**src/rtl/chunked_addsub_pkg.sv**
```systemverilog
// ============================================================================
// Module  : addsub_pkg
// Brief   : Shared state encodings and default sizing for chunked_addsub.
// Revision: 1.0 - initial release
// ============================================================================
`default_nettype none

package addsub_pkg;

  localparam int c_def_width = 16;
  localparam int c_def_chunk = 4;

  typedef enum logic [1:0] {
    ST_IDLE = 2'd0,
    ST_RUN  = 2'd1,
    ST_DONE = 2'd2
  } state_t;

  // Chunk index width; kept at least one bit so NCH = 1 still elaborates.
  function automatic int idx_width(input int nch);
    return (nch > 1) ? $clog2(nch) : 1;
  endfunction

endpackage

`default_nettype wire

```
**src/rtl/chunked_addsub_if.sv**
```systemverilog
// ============================================================================
// Module  : chunked_addsub_if
// Brief   : Operand/result valid-ready bundle for the chunked adder/subtractor.
// Revision: 1.0 - initial release
// ============================================================================
`default_nettype none

interface chunked_addsub_if
  import addsub_pkg::*;
#(
  parameter int WIDTH = c_def_width
);

  logic             in_valid;
  logic             in_ready;
  logic [WIDTH-1:0] A;
  logic [WIDTH-1:0] B;
  logic             SUB;
  logic             out_valid;
  logic             out_ready;
  logic [WIDTH-1:0] R;
  logic             COUT;
  logic             OVF;
  logic             ZERO;

  modport master (
    output in_valid, A, B, SUB, out_ready,
    input  in_ready, out_valid, R, COUT, OVF, ZERO
  );

  modport slave (
    input  in_valid, A, B, SUB, out_ready,
    output in_ready, out_valid, R, COUT, OVF, ZERO
  );

endinterface

`default_nettype wire

```
**src/rtl/chunked_addsub_ripple_slice.sv**
```systemverilog
// ============================================================================
// Module  : ripple_slice (with FullAdder cell)
// Brief   : CHUNK-bit ripple-carry slice; also exposes the carry into its MSB.
// Revision: 1.0 - initial release
// ============================================================================
`default_nettype none

module FullAdder (
  input  wire logic a,
  input  wire logic b,
  input  wire logic cin,
  output logic      s,
  output logic      cout
);

  assign s    = a ^ b ^ cin;
  assign cout = (a & b) | (a & cin) | (b & cin);

endmodule

module ripple_slice
  import addsub_pkg::*;
#(
  parameter int CHUNK = c_def_chunk
) (
  input  wire logic [CHUNK-1:0] a,
  input  wire logic [CHUNK-1:0] b,
  input  wire logic             cin,
  output logic      [CHUNK-1:0] s,
  output logic                  cout,
  output logic                  c_msb
);

  logic [CHUNK:0] w_c;

  assign w_c[0] = cin;

  for (genvar gi = 0; gi < CHUNK; gi++) begin : g_bit
    FullAdder u_fa (
      .a    (a[gi]),
      .b    (b[gi]),
      .cin  (w_c[gi]),
      .s    (s[gi]),
      .cout (w_c[gi+1])
    );
  end

  assign cout  = w_c[CHUNK];
  assign c_msb = w_c[CHUNK-1];

endmodule

`default_nettype wire

```
**src/rtl/chunked_addsub.sv**
```systemverilog
// ============================================================================
// Module  : chunked_addsub
// Brief   : Multi-cycle WIDTH-bit add/subtract, CHUNK bits per clock, with
//           carry/overflow/zero flags. Define CHUNKED_ADDSUB_SAT_EN for
//           signed saturation on overflow.
// Revision: 1.0 - initial release
// ============================================================================
`default_nettype none

module chunked_addsub
  import addsub_pkg::*;
#(
  parameter int WIDTH = c_def_width,
  parameter int CHUNK = c_def_chunk
) (
  input wire logic        clk,
  input wire logic        rst_n,
  chunked_addsub_if.slave bus
);

  localparam int NCH  = WIDTH / CHUNK;
  localparam int IDXW = idx_width(NCH);
  localparam logic [IDXW-1:0] c_last_idx = IDXW'(NCH - 1);

  state_t            r_state;
  logic [IDXW-1:0]   r_idx;
  logic [WIDTH-1:0]  r_a;
  logic [WIDTH-1:0]  r_b;
  logic              r_carry;
  logic [WIDTH-1:0]  r_acc;
  logic [WIDTH-1:0]  r_r;
  logic              r_cout;
  logic              r_ovf;
  logic              r_zero;
  logic              r_in_ready;
  logic              r_out_valid;

  int                w_base;
  logic [CHUNK-1:0]  w_a_sl;
  logic [CHUNK-1:0]  w_b_sl;
  logic [CHUNK-1:0]  w_sum;
  logic              w_cout;
  logic              w_cmsb;
  logic              w_ovf;
  logic [WIDTH-1:0]  w_acc_next;
  logic [WIDTH-1:0]  w_result;

  always_comb begin
    w_base = int'(r_idx) * CHUNK;
    w_a_sl = r_a[w_base +: CHUNK];
    w_b_sl = r_b[w_base +: CHUNK];
  end

  ripple_slice #(
    .CHUNK (CHUNK)
  ) u_slice (
    .a     (w_a_sl),
    .b     (w_b_sl),
    .cin   (r_carry),
    .s     (w_sum),
    .cout  (w_cout),
    .c_msb (w_cmsb)
  );

  // Overflow is only meaningful on the last slice, where the slice MSB is the word MSB.
  always_comb begin
    w_ovf                       = w_cmsb ^ w_cout;
    w_acc_next                  = r_acc;
    w_acc_next[w_base +: CHUNK] = w_sum;
    w_result                    = w_acc_next;
`ifdef CHUNKED_ADDSUB_SAT_EN
    if (w_ovf) begin
      w_result = r_a[WIDTH-1] ? {1'b1, {(WIDTH-1){1'b0}}}
                              : {1'b0, {(WIDTH-1){1'b1}}};
    end
`endif
  end

  always_ff @(posedge clk or negedge rst_n) begin
    if (!rst_n) begin
      r_state     <= ST_IDLE;
      r_idx       <= '0;
      r_a         <= '0;
      r_b         <= '0;
      r_carry     <= 1'b0;
      r_acc       <= '0;
      r_r         <= '0;
      r_cout      <= 1'b0;
      r_ovf       <= 1'b0;
      r_zero      <= 1'b0;
      r_in_ready  <= 1'b1;
      r_out_valid <= 1'b0;
    end else begin
      case (r_state)
        ST_IDLE: begin
          if (bus.in_valid && r_in_ready) begin
            r_a        <= bus.A;
            r_b        <= bus.B ^ {WIDTH{bus.SUB}};
            r_carry    <= bus.SUB;
            r_idx      <= '0;
            r_in_ready <= 1'b0;
            r_state    <= ST_RUN;
          end
        end
        ST_RUN: begin
          r_acc   <= w_acc_next;
          r_carry <= w_cout;
          r_idx   <= r_idx + IDXW'(1);
          if (r_idx == c_last_idx) begin
            r_idx       <= '0;
            r_r         <= w_result;
            r_cout      <= w_cout;
            r_ovf       <= w_ovf;
            r_zero      <= (w_result == '0);
            r_out_valid <= 1'b1;
            r_state     <= ST_DONE;
          end
        end
        ST_DONE: begin
          if (bus.out_ready) begin
            r_out_valid <= 1'b0;
            r_in_ready  <= 1'b1;
            r_carry     <= 1'b0;
            r_state     <= ST_IDLE;
          end
        end
        default: begin
          r_out_valid <= 1'b0;
          r_in_ready  <= 1'b1;
          r_state     <= ST_IDLE;
        end
      endcase
    end
  end

  assign bus.in_ready  = r_in_ready;
  assign bus.out_valid = r_out_valid;
  assign bus.R         = r_r;
  assign bus.COUT      = r_cout;
  assign bus.OVF       = r_ovf;
  assign bus.ZERO      = r_zero;

endmodule

`default_nettype wire
```
**src/flat_wrapper.sv**
```systemverilog
// flat-port wrapper written by rule: the top's interface ports become plain ports
module chunked_addsub_flat import addsub_pkg::*;
#(
  parameter int WIDTH = c_def_width,
  parameter int CHUNK = c_def_chunk
)
  (clk, rst_n, bus_in_valid, bus_A, bus_B, bus_SUB, bus_out_ready, bus_in_ready, bus_out_valid, bus_R, bus_COUT, bus_OVF, bus_ZERO);
  chunked_addsub_if #(.WIDTH(WIDTH)) bus_i ();
  input wire logic clk;
  input wire logic rst_n;
  input wire logic [$bits(bus_i.in_valid)-1:0] bus_in_valid;
  input wire logic [$bits(bus_i.A)-1:0] bus_A;
  input wire logic [$bits(bus_i.B)-1:0] bus_B;
  input wire logic [$bits(bus_i.SUB)-1:0] bus_SUB;
  input wire logic [$bits(bus_i.out_ready)-1:0] bus_out_ready;
  output wire logic [$bits(bus_i.in_ready)-1:0] bus_in_ready;
  output wire logic [$bits(bus_i.out_valid)-1:0] bus_out_valid;
  output wire logic [$bits(bus_i.R)-1:0] bus_R;
  output wire logic [$bits(bus_i.COUT)-1:0] bus_COUT;
  output wire logic [$bits(bus_i.OVF)-1:0] bus_OVF;
  output wire logic [$bits(bus_i.ZERO)-1:0] bus_ZERO;
  assign bus_i.in_valid = bus_in_valid;
  assign bus_i.A = bus_A;
  assign bus_i.B = bus_B;
  assign bus_i.SUB = bus_SUB;
  assign bus_i.out_ready = bus_out_ready;
  assign bus_in_ready = bus_i.in_ready;
  assign bus_out_valid = bus_i.out_valid;
  assign bus_R = bus_i.R;
  assign bus_COUT = bus_i.COUT;
  assign bus_OVF = bus_i.OVF;
  assign bus_ZERO = bus_i.ZERO;
  chunked_addsub #(.WIDTH(WIDTH), .CHUNK(CHUNK)) u_core (.clk(clk), .rst_n(rst_n), .bus(bus_i));
endmodule
```
**config.mk**
```make
export PLATFORM = sky130hd
export DESIGN_NAME = chunked_addsub_flat
export DESIGN_NICKNAME = d
export VERILOG_FILES = /design/src/rtl/chunked_addsub_pkg.sv /design/src/rtl/chunked_addsub_if.sv /design/src/rtl/chunked_addsub_ripple_slice.sv /design/src/rtl/chunked_addsub.sv /design/src/flat_wrapper.sv
export SDC_FILE = /design/constraint.sdc
export NUM_CORES = 1
export LEC_CHECK = 0
export CAP_MARGIN = 5
export CELL_PAD_IN_SITES_DETAIL_PLACEMENT = 1
export CELL_PAD_IN_SITES_GLOBAL_PLACEMENT = 2
export CORE_ASPECT_RATIO = 0.7
export CORE_MARGIN = 2
export CORE_UTILIZATION = 35
export CTS_CLUSTER_DIAMETER = 30
export DETAILED_ROUTE_END_ITERATION = 8
export PLACE_DENSITY = 0.9
export SLEW_MARGIN = 10
export SYNTH_ARGS = -nofsm -noshare
export SYNTH_HDL_FRONTEND = slang
export SYNTH_SLANG_ARGS = --single-unit
export TNS_END_PERCENT = 50
```
**constraint.sdc**
```tcl
create_clock -name clk -period 4.1 [get_ports clk]
set_input_delay 0.82 -clock clk [delete_from_list [all_inputs] [get_ports clk]]
set_output_delay 0.82 -clock clk [all_outputs]
set_load 0.005 [all_outputs]
```
==> results.md, run 1 <==
* Reg2reg end: u_core.bus.ZERO$_DFFE_PN0P_
* GRT Overall Usage at 0.166
* Area contributors post-synth: dfrtp_1 49%, o21ai_0 5.4%, mux2_2 5.2%, mux4_2 4.9%, nand2_1 4.9%
* Site Rows at 31
* Number of flops mapped to enable cells by yosys at 0
* Post-Syn Nets at 395
* Setup TNS at 0 ns
* Number of hold buffers added after CTS at 0
* Clk sinks at 74
* Synth Flop Type: dfrtp_1
* Pwr per Cell Area at 853 mW/mm^2
* Worst skew pair latency at 0.34 ns
* Die X at 127 um
* Worst R2R Path Depth at 11
* WP data required at 4.34 ns
* Setup crit end kind: flop
* Detailed-route via count at 2,667
* Routed WL per cell at 16.1 um
* Final wirelength at 8590 um
* Share of layout cells above drive strength 1 at 0.147
* Clk slew on worst S/H paths at 0.06 ns
* DR vias/cell at 4.99
* Layout Nets at 448
* First-pass GRT wire length at 14,700 um
* Global route total overflow at 0
* Fmax at 272 MHz
* Post-Synthesis Cells at 344
* Netlist Area Pre-Place at 0.00371 mm^2
* Count leader, synth: dfrtp_1
* Period minus WS final at 3.68 ns
* Die ar. at 0.0115 mm^2
* Post_cts resized at 0
* Arrival time of the worst setup path at 3.92 ns
* Iteration-0 DRC Markers at 115
* Initial antenna violation count at 0
* Status: finished, final reports clean
* # diodes at 0
* Path type of the worst setup path: reg2reg
* H-tree lvl count at 3
* RSZ-0062 raised after global routing: no
* Netlist cell types at 42
* CTS tree: built
* #FFs+latches synth at 74
* Ports at 58
* Cts bufs inserted at 9
* Die Height at 90.2 um
* Slew @ Worst Pin at 0.969 ns
* DP HPWL at 6400 um
* R2R setup slack at 0.42 ns
* Input/output buffers at 57
* Slew HR at 0.352
* Reported max-cap violation count at 0
* Post-synthesis area per instance at 10.8 um^2
* Layout area overhead at 25.7%
* LEAKAGE at 0.00196 uW
* Crit path from: u_core.r_idx[0]$_DFFE_PN0P_
* Startpoint Class: flop
* Max-slew violation count at 0
* Yosys warning total at 0
* Hold Path Class: reg2reg
* RePlAce Congestion at 0.790
* Final Hold Vio Count at 0
* Clock skew at 0.00666 ns
* Cell taking the most area after synthesis: dfrtp_1
* Sequential fraction of the synthesis area at 0.499
* CTS Root Cell: clkbuf_16
* Post-synth top cells: 73 x dfrtp_1, 48 x nand2_1, 40 x o21ai_0
* Asr flop ratio synth at 1.00
* Post-CTS Setup Bufs at 0
* Overall power at 3980 uW
* Largest net degree at the start of global routing at 43
* TritonRoute pass-1 iters at 4
* Worst-path maximum fanout at 8
* Synth top area share at 0.492
* R2R Path Start: u_core.r_idx[0]$_DFFE_PN0P_
* Residual DRC at 0
* Final period util at 0.897
* Worst setup path end: u_core.bus.ZERO$_DFFE_PN0P_
* DRT antenna net count at 0
* Initial Utilization at 0.360
* Vias in the first global route at 2,889
* Area of the core at 0.0103 mm^2
* CTS Buffer Depth at 2
* Setup Viol. Count Final at 0
* Max VDD drop at 0.383 mV
## critical path: stages (launching register included)
cell and delay (ns):
dfrtp_1 0.54, mux4_2 0.43, fa_1 0.16, inv_1 0.05, fa_1 0.38, fa_1 0.44
fa_1 0.53, inv_1 0.09, a31oi_1 0.24, and4_1 0.25, nand4_1 0.12, o41ai_2 0.36
## how the worst min path moves through the flow
stage / start / cells after the start / endpoint / slack, ns
final: u_core.bus.R[14]$_DFFE_PN0P_ / 2 / u_core.bus.R[14]$_DFFE_PN0P_ / 0.48
after global routing: u_core.bus.R[6]$_DFFE_PN0P_ / 2 / u_core.bus.R[6]$_DFFE_PN0P_ / 0.51
after CTS: u_core.bus.R[14]$_DFFE_PN0P_ / 2 / u_core.bus.R[14]$_DFFE_PN0P_ / 0.48
after detailed placement: u_core.bus.R[14]$_DFFE_PN0P_ / 2 / u_core.bus.R[14]$_DFFE_PN0P_ / 0.47
after global placement: u_core.r_acc[0]$_DFFE_PN0P_ / 2 / u_core.r_acc[0]$_DFFE_PN0P_ / 0.46
after floorplan: u_core.r_acc[0]$_DFFE_PN0P_ / 2 / u_core.r_acc[0]$_DFFE_PN0P_ / 0.44
## area by class of cell
class	instances	area [um^2]
clock buffers	9	225
clock inverters	7	76.3
fillers	1137	5650
inverters	14	52.6
multi-input cells	234	1670
flip-flops and latches	74	1850
well taps	132	165
repair buffers	64	618
## sequential cells by signal, summed over array words and instances, names as in the netlist, 2 cells and up
signal and flops:
u_core.bus.R 16, u_core.r_b 16, u_core.r_idx 2, u_core.r_a 16, u_core.r_acc 16, u_core.r_state 2
## stage by stage
stage / std cells / utilization / worst slack [ns] / area, um^2 / hold WS, ns
3_3_place_gp: 518 / 0.423 / 0.567 / 4360 / 0.459
4_1_cts: 534 / 0.452 / 0.391 / 4660 / 0.484
6_report: 534 / 0.452 / 0.421 / 4660 / 0.480
5_1_grt: 534 / 0.452 / 0.165 / 4660 / 0.506
3_5_place_dp: 518 / 0.423 / 0.400 / 4360 / 0.472
2_1_floorplan: 344 / - / 0.572 / 3710 / 0.442
## placed cells by master (no fill, tap or decap), drive strengths merged, types with 2 or more instances in the layout
| cell | n |
|---|---|
| nor2b | 4 |
| ha | 10 |
| and2b | 7 |
| nand2 | 48 |
| clkdlybuf4s50 | 56 |
| inv | 16 |
| mux2 | 17 |
| xnor2 | 17 |
| clkinv | 2 |
| a21oi | 17 |
| nor4 | 2 |
| fa | 4 |
| nand2b | 3 |
| buf | 8 |
| and4 | 2 |
| nor3 | 3 |
| nand4 | 2 |
| nor3b | 2 |
| mux2i | 4 |
| o21ai | 40 |
| mux4 | 8 |
| a31oi | 8 |
| clkinvlp | 2 |
| o31ai | 2 |
| clkbuf | 9 |
| nor2 | 21 |
| a32o | 3 |
| dfrtp | 73 |
| a22oi | 2 |
## cell families (layout without fill, tap and decap cells)
kind of cell / after synthesis / count (layout) / synth area share
AND/OR/NAND/NOR: 99 / 99 / 0.129
AO/OA/AOI/OAI: 75 / 75 / 0.116
multiplexers: 29 / 29 / 0.111
flip-flops: 74 / 74 / 0.499
buffers and inverters: 36 / 94 / 0.0499
XOR/XNOR: 17 / 17 / 0.0401
adder cells (fa/ha/maj): 14 / 14 / 0.0553
## layer usage
metal / part of all wire / global-route usage / wire length, um
met4: 0.0094 / 0.0458 / 81
met2: 0.47 / 0.253 / 4050
met3: 0.042 / 0.0571 / 359
met5: 0 / 0 / 0
met1: 0.48 / 0.226 / 4100
## report_power, final
| part | total, uW | switching [uW] | internal, uW |
|---|---|---|---|
| clock | 793 | 319 | 475 |
| combinational | 1890 | 1020 | 869 |
| sequential | 1300 | 226 | 1070 |
| total | 3980 | 1570 | 2410 |
No activity file was read; power rests on OpenSTA's default activity.
==> inputs of run 2 (changes only) <==
- ABC_CLOCK_PERIOD_IN_PS: not set -> 4100
==> results of run 2 <==
Final layout, timing and power as in run 1 (identical DEF).
==> inputs of run 3 (changes only) <==
- SKIP_LAST_GASP: not set -> 1
==> results of run 3 <==
Final layout, timing and power as in run 1 (identical DEF).
